`src/rtl/upsample_stream_driver.sv`:
```
// Host-side DMA driver for the upsample engine: streams each channel of a layer out, writes results back.
// Optional perf counters (perf_tx_stall, perf_rx_wait) are enabled by `define UPSAMPLE_DRIVER_PERF_EN.
module upsample_stream_driver #(
    parameter int unsigned DATA_WIDTH = 32,
    parameter int unsigned SRC_AW     = 20,
    parameter int unsigned DST_AW     = 22
) (
    input  logic                  clk,
    input  logic                  reset,
    input  logic                  start,
    input  logic [2:0]            cfg_size,
    input  logic [8:0]            cfg_channels,
    output logic                  busy,
    output logic                  done,
    output logic                  tlast_err,
    output logic [DATA_WIDTH-1:0] m_axis_tdata,
    output logic                  m_axis_tvalid,
    output logic                  m_axis_tlast,
    input  logic                  m_axis_tready,
    input  logic [DATA_WIDTH-1:0] s_axis_tdata,
    input  logic                  s_axis_tvalid,
    input  logic                  s_axis_tlast,
    output logic                  s_axis_tready,
    output logic                  src_en,
    output logic [SRC_AW-1:0]     src_addr,
    input  logic [DATA_WIDTH-1:0] src_rdata,
    output logic                  dst_we,
    output logic [DST_AW-1:0]     dst_addr,
    output logic [DATA_WIDTH-1:0] dst_wdata
`ifdef UPSAMPLE_DRIVER_PERF_EN
    ,
    output logic [31:0]           perf_tx_stall,
    output logic [31:0]           perf_rx_wait
`endif
);

    typedef enum logic [1:0] {StIdle, StTx, StRx, StDone} state_e;

    state_e                state_q, state_d;
    logic [2:0]            size_q;
    logic [8:0]            chans_q;
    logic [8:0]            ch_q;
    logic [12:0]           rd_cnt_q;
    logic [14:0]           rx_cnt_q;
    logic [SRC_AW-1:0]     src_ptr_q;
    logic [DST_AW-1:0]     dst_ptr_q;
    logic                  rd_pend_q;
    logic                  rd_pend_last_q;
    logic [DATA_WIDTH-1:0] fifo_data_q [2];
    logic [1:0]            fifo_last_q;
    logic                  fifo_wr_q;
    logic                  fifo_rd_q;
    logic [1:0]            fifo_cnt_q;
    logic                  dst_we_q;
    logic [DST_AW-1:0]     dst_addr_q;
    logic [DATA_WIDTH-1:0] dst_wdata_q;
    logic                  tlast_err_q;

    logic        start_acc;
    logic [12:0] n_in;
    logic [14:0] n_out;
    logic        tx_fire;
    logic        rx_fire;
    logic        rx_last;
    logic [2:0]  level;

    assign start_acc = (state_q == StIdle) && start;
    assign n_in      = 13'd16 << {size_q, 1'b0};
    assign n_out     = {n_in, 2'b00};

    assign m_axis_tvalid = (fifo_cnt_q != 2'd0);
    assign m_axis_tdata  = fifo_data_q[fifo_rd_q];
    assign m_axis_tlast  = m_axis_tvalid && fifo_last_q[fifo_rd_q];
    assign tx_fire       = m_axis_tvalid && m_axis_tready;

    // Count the beat leaving this cycle so a full pipe still issues a read each cycle at tready=1.
    assign level  = {1'b0, fifo_cnt_q} + {2'b00, rd_pend_q} - {2'b00, tx_fire};
    assign src_en = (state_q == StTx) && (rd_cnt_q != n_in) && (level < 3'd2);
    assign src_addr = src_ptr_q;

    assign s_axis_tready = (state_q == StRx);
    assign rx_fire       = s_axis_tready && s_axis_tvalid;
    assign rx_last       = (rx_cnt_q == n_out - 15'd1);

    assign busy      = (state_q != StIdle);
    assign done      = (state_q == StDone);
    assign tlast_err = tlast_err_q;
    assign dst_we    = dst_we_q;
    assign dst_addr  = dst_addr_q;
    assign dst_wdata = dst_wdata_q;

    always_ff @(posedge clk) begin
        if (!reset) begin
            state_q <= StIdle;
        end else begin
            state_q <= state_d;
        end
    end

    always_comb begin
        state_d = state_q;
        unique case (state_q)
            StIdle: if (start) state_d = (cfg_channels == 9'd0) ? StDone : StTx;
            StTx:   if (tx_fire && m_axis_tlast) state_d = StRx;
            StRx: begin
                if (rx_fire && rx_last) begin
                    state_d = (ch_q + 9'd1 == chans_q) ? StDone : StTx;
                end
            end
            StDone: state_d = StIdle;
            default: state_d = StIdle;
        endcase
    end

    always_ff @(posedge clk) begin
        if (!reset) begin
            size_q         <= 3'd0;
            chans_q        <= 9'd0;
            ch_q           <= 9'd0;
            rd_cnt_q       <= 13'd0;
            rx_cnt_q       <= 15'd0;
            src_ptr_q      <= '0;
            dst_ptr_q      <= '0;
            rd_pend_q      <= 1'b0;
            rd_pend_last_q <= 1'b0;
            for (int i = 0; i < 2; i++) fifo_data_q[i] <= '0;
            fifo_last_q    <= 2'b00;
            fifo_wr_q      <= 1'b0;
            fifo_rd_q      <= 1'b0;
            fifo_cnt_q     <= 2'd0;
            dst_we_q       <= 1'b0;
            dst_addr_q     <= '0;
            dst_wdata_q    <= '0;
            tlast_err_q    <= 1'b0;
        end else begin
            dst_we_q <= 1'b0;
            if (start_acc) begin
                size_q      <= (cfg_size > 3'd4) ? 3'd0 : cfg_size;
                chans_q     <= cfg_channels;
                ch_q        <= 9'd0;
                rd_cnt_q    <= 13'd0;
                rx_cnt_q    <= 15'd0;
                src_ptr_q   <= '0;
                dst_ptr_q   <= '0;
                tlast_err_q <= 1'b0;
            end
            if (src_en) begin
                src_ptr_q <= src_ptr_q + SRC_AW'(1);
                rd_cnt_q  <= rd_cnt_q + 13'd1;
            end
            rd_pend_q      <= src_en;
            rd_pend_last_q <= src_en && (rd_cnt_q == n_in - 13'd1);
            if (rd_pend_q) begin
                fifo_data_q[fifo_wr_q] <= src_rdata;
                fifo_last_q[fifo_wr_q] <= rd_pend_last_q;
                fifo_wr_q              <= ~fifo_wr_q;
            end
            if (tx_fire) fifo_rd_q <= ~fifo_rd_q;
            fifo_cnt_q <= fifo_cnt_q + {1'b0, rd_pend_q} - {1'b0, tx_fire};
            if (state_q == StRx && state_d == StTx) begin
                ch_q     <= ch_q + 9'd1;
                rd_cnt_q <= 13'd0;
            end
            // Frames end by beat count; tlast is only cross-checked.
            if (rx_fire) begin
                dst_we_q    <= 1'b1;
                dst_addr_q  <= dst_ptr_q;
                dst_wdata_q <= s_axis_tdata;
                dst_ptr_q   <= dst_ptr_q + DST_AW'(1);
                rx_cnt_q    <= rx_last ? 15'd0 : rx_cnt_q + 15'd1;
                if (s_axis_tlast != rx_last) tlast_err_q <= 1'b1;
            end
        end
    end

`ifdef UPSAMPLE_DRIVER_PERF_EN
    logic [31:0] stall_q;
    logic [31:0] wait_q;

    always_ff @(posedge clk) begin
        if (!reset || start_acc) begin
            stall_q <= 32'd0;
            wait_q  <= 32'd0;
        end else begin
            if (m_axis_tvalid && !m_axis_tready && stall_q != 32'hFFFF_FFFF) begin
                stall_q <= stall_q + 32'd1;
            end
            if (state_q == StRx && !s_axis_tvalid && wait_q != 32'hFFFF_FFFF) begin
                wait_q <= wait_q + 32'd1;
            end
        end
    end

    assign perf_tx_stall = stall_q;
    assign perf_rx_wait  = wait_q;
`endif

endmodule
```
`config.mk`:
```
export PLATFORM = sky130hd
export DESIGN_NAME = upsample_stream_driver
export DESIGN_NICKNAME = d
export VERILOG_FILES = /design/src/rtl/upsample_stream_driver.sv
export SDC_FILE = /design/constraint.sdc
export NUM_CORES = 1
export LEC_CHECK = 0
export ABC_AREA = 1
export BUFFER_PORTS_ARGS = -buffer_cell sky130_fd_sc_hd__buf_2
export CORE_MARGIN = 1
export CORE_UTILIZATION = 25
export DETAILED_ROUTE_END_ITERATION = 10
export PLACE_DENSITY = 0.53
export SLEW_MARGIN = 25
export SYNTH_ARGS = -nofsm -noshare
export SYNTH_HDL_FRONTEND = slang
export SYNTH_SLANG_ARGS = --single-unit
```
`constraint.sdc`:
```
create_clock -name clk -period 10.2 [get_ports clk]
set_input_delay 2.55 -clock clk [delete_from_list [all_inputs] [get_ports clk]]
set_output_delay 2.55 -clock clk [all_outputs]
set_load 0.005 [all_outputs]
```
==> run summary <==
power per cell area = 179.1 mW/mm^2
initial antenna violation count = 2
DR iter-0 viols = 488
IO Pins = 196
Die H = 206.1 um
EDFF count, synth = 64
CTS Hold Bufs = 0
Yosys cell types = 47
Final #Nets = 1601
# fillers = 4414
Layout Skew = 9.553 ps
Vias = 9281
commonest cells after routing, fill and taps aside = 315 x nand2_1, 195 x buf_2, 158 x dfxtp_1, 145 x inv_1, 144 x nor2_1
Clock power frac = 44.6%
syn nets = 1425
RSZ-0062 raised after global routing = no
Max Root-Sink Buffers = 3
commonest non-fill, non-tap cell in the layout = nand2_1
cell mode on critical path = inv_1
clock slew at reported path FFs = 50 ps
Antenna Nets Post-Route = 0
Int Pwr = 1704 uW
CTS buffer count = 28
fmax = 128.0 MHz
area of the die = 0.04246 sq mm
Seq/Total Area, Yosys = 48.84%
number of global-route vias before repair = 8703
Final min period = 7815 ps
CTS sink cnt = 222
cells after synthesis = 1333
Critical Path End Type = primary output
CP Max Fanout = 31
Final Max Tran Viols = 0
GR Util All Layers = 13.07%
Via-to-Cell Ratio = 4.499
drt total wl = 28300 um
Mapped Avg Cell Area = 7.810 sq um
routed len/inst = 13.72 um
CTS tree = done
P_sw = 590.2 uW
critical path arrival = 5260 ps
max_cap viols = 0
Synth Flop Type = dfxtp_1
hpwl dp = 19130 um
Die X = 206.1 um
Area Growth Syn to Fin = 23.05%
leakage = 0.005313 uW
Final Hold Fails = 0
Tcrit/Tclk final = 76.62%
core box area = 0.04092 sq mm
layout cells sized above 1 = 19.74%
global route overflow = 0
final setup vio count = 0
RePlAce Congestion = 0.8007
switching share of total power = 25.73%
drc violations = 0
Seq pwr share = 42.1%
Setup CP Type = in2out
Post-CTS Setup Repair Bufs = 0
CP Launch Type = input port
FFs w/ async S/R, synth = 0%
setup tns final = 0 ps
first-pass GRT wire length = 44880 um
IO buf count = 195
standard-cell rows = 74
critical path's largest stage delay = 530 ps
number of synthesized register bits = 222
outcome = finished clean
clk_lat worst skew = 550 ps
largest net degree at the start of global routing = 75
Worst slew margin = 37.89%
Ys Warns = 0
slew at the pin closest to its max-slew limit = 930.3 ps
level count of the clock H-tree = 1
post_cts resized = 0
Slowest-stage cell, CP = inv_2
TritonRoute pass-1 iters = 5
Starting Density = 25.44%
Req. time, crit path = 7650 ps
crit-path cells = buf_2 -> nand2_1 -> inv_1 -> ha_1 -> inv_1 -> ha_1 -> inv_1 -> fa_1 -> nand3_1 -> nor2_1 -> nand2_2 -> inv_2 -> buf_2
Min Hold Slack = 458.7 ps
Synth Cell Area = 0.01041 sq mm
Root Driver = clkbuf_16
Max IR drop VDD = 0.0001263 V
combinational share of power = 13.3%
hold crit path type = reg2reg
area by class of cell:
cell class	count	area [sq um]	share of cell area, %
Sequential cell	222	5085	39.69
Inverter	150	565.5	4.415
Clock inverter	12	160.2	1.250
Clock buffer	39	793.3	6.192
Tap cell	532	665.6	5.196
Timing Repair Buffer	205	1051	8.204
Multi-Input combinational cell	902	4488	35.03
Antenna cell	1	2.502	0.01953
sequential cells by signal, indices dropped and copies added, names as in the netlist, 3 cells and up, named ones only:
register / count
fifo_data_q: 64
dst_wdata: 32
dst_addr: 22
dst_ptr_q: 22
src_addr: 20
rx_cnt_q: 15
rd_cnt_q: 13
ch_q: 9
chans_q: 9
size_q: 3
power groups by stage:
stage	clock [uW]	combinational (uW)	sequential, uW
after floorplan	0	206	980
after global placement	0	309	982
after detailed placement	0	311	985
after CTS	1060	313	966
after global routing	1090	345	970
final	1020	306	965
synth_stat cells (4+ instances only):
cell type | count | area share, %
a211oi_1 | 5 | 0.36
a21oi_1 | 129 | 6.2
buf_1 | 5 | 0.18
buf_2 | 9 | 0.43
buf_4 | 6 | 0.43
clkbuf_1 | 36 | 1.3
dfxtp_1 | 158 | 30
edfxtp_1 | 64 | 18
ha_1 | 9 | 1.1
inv_1 | 146 | 5.3
mux2_2 | 32 | 3.5
nand2_1 | 317 | 11
nand3_1 | 101 | 4.9
nand3b_1 | 9 | 0.65
nand4_1 | 14 | 0.84
nor2_1 | 144 | 5.2
nor3_1 | 21 | 1.0
nor4_1 | 6 | 0.36
o21ai_0 | 46 | 2.2
o21bai_1 | 4 | 0.29
o22ai_1 | 4 | 0.24
or2_1 | 5 | 0.30
xor2_1 | 20 | 1.7
per-stage QoR:
step | util [%] | total power, uW | cells | cell area (sq um) | setup WS (ps)
global route | 31.30 | 2406 | 2062 | 12810 | 2111
CTS | 31.30 | 2337 | 2062 | 12810 | 2358
finish | 31.30 | 2294 | 2063 | 12810 | 2385
detailed placement | 28.97 | 1295 | 2011 | 11860 | 2398
floorplan | - | 1186 | 1333 | 10410 | 3405
global placement | 28.97 | 1291 | 2011 | 11860 | 2393
cell families after synthesis:
logic type,synth area share [%]
buffers and inverters,8.100
flip-flops,48.84
AND/OR/NAND/NOR,25.85
XOR/XNOR,1.683
AO/OA/AOI/OAI,10.79
multiplexers,3.461
adder cells (fa/ha/maj),1.274
final timing paths:
check                           slack (ps)  cells past startpoint                      start                        end
worst min-delay path                   460                      2  dst_wdata[9]$_SDFFE_PN0P_  dst_wdata[9]$_SDFFE_PN0P_
worst min register to register         460                      2  dst_wdata[9]$_SDFFE_PN0P_  dst_wdata[9]$_SDFFE_PN0P_
worst max register to register        6800                     16   fifo_cnt_q[1]$_SDFF_PN0_  src_addr[13]$_SDFFE_PN0P_
worst max-delay path                  2390                     13              m_axis_tready                     src_en
critical path: cells and delay by family:
kind,cells,cell delay [ps]
buf+inv,6,1040
fa+ha+maj,3,910
simple gates,4,760
metal layers:
metal / GRT usage, % / wire, um / share of wire [%]
met5: 0 / 23 / 0.081
met2: 21.55 / 12530 / 44
met3: 2.633 / 1576 / 5.6
met1: 17.33 / 13520 / 48
met4: 3.256 / 643 / 2.3
Note: power is estimated with default switching activity, not from simulation.
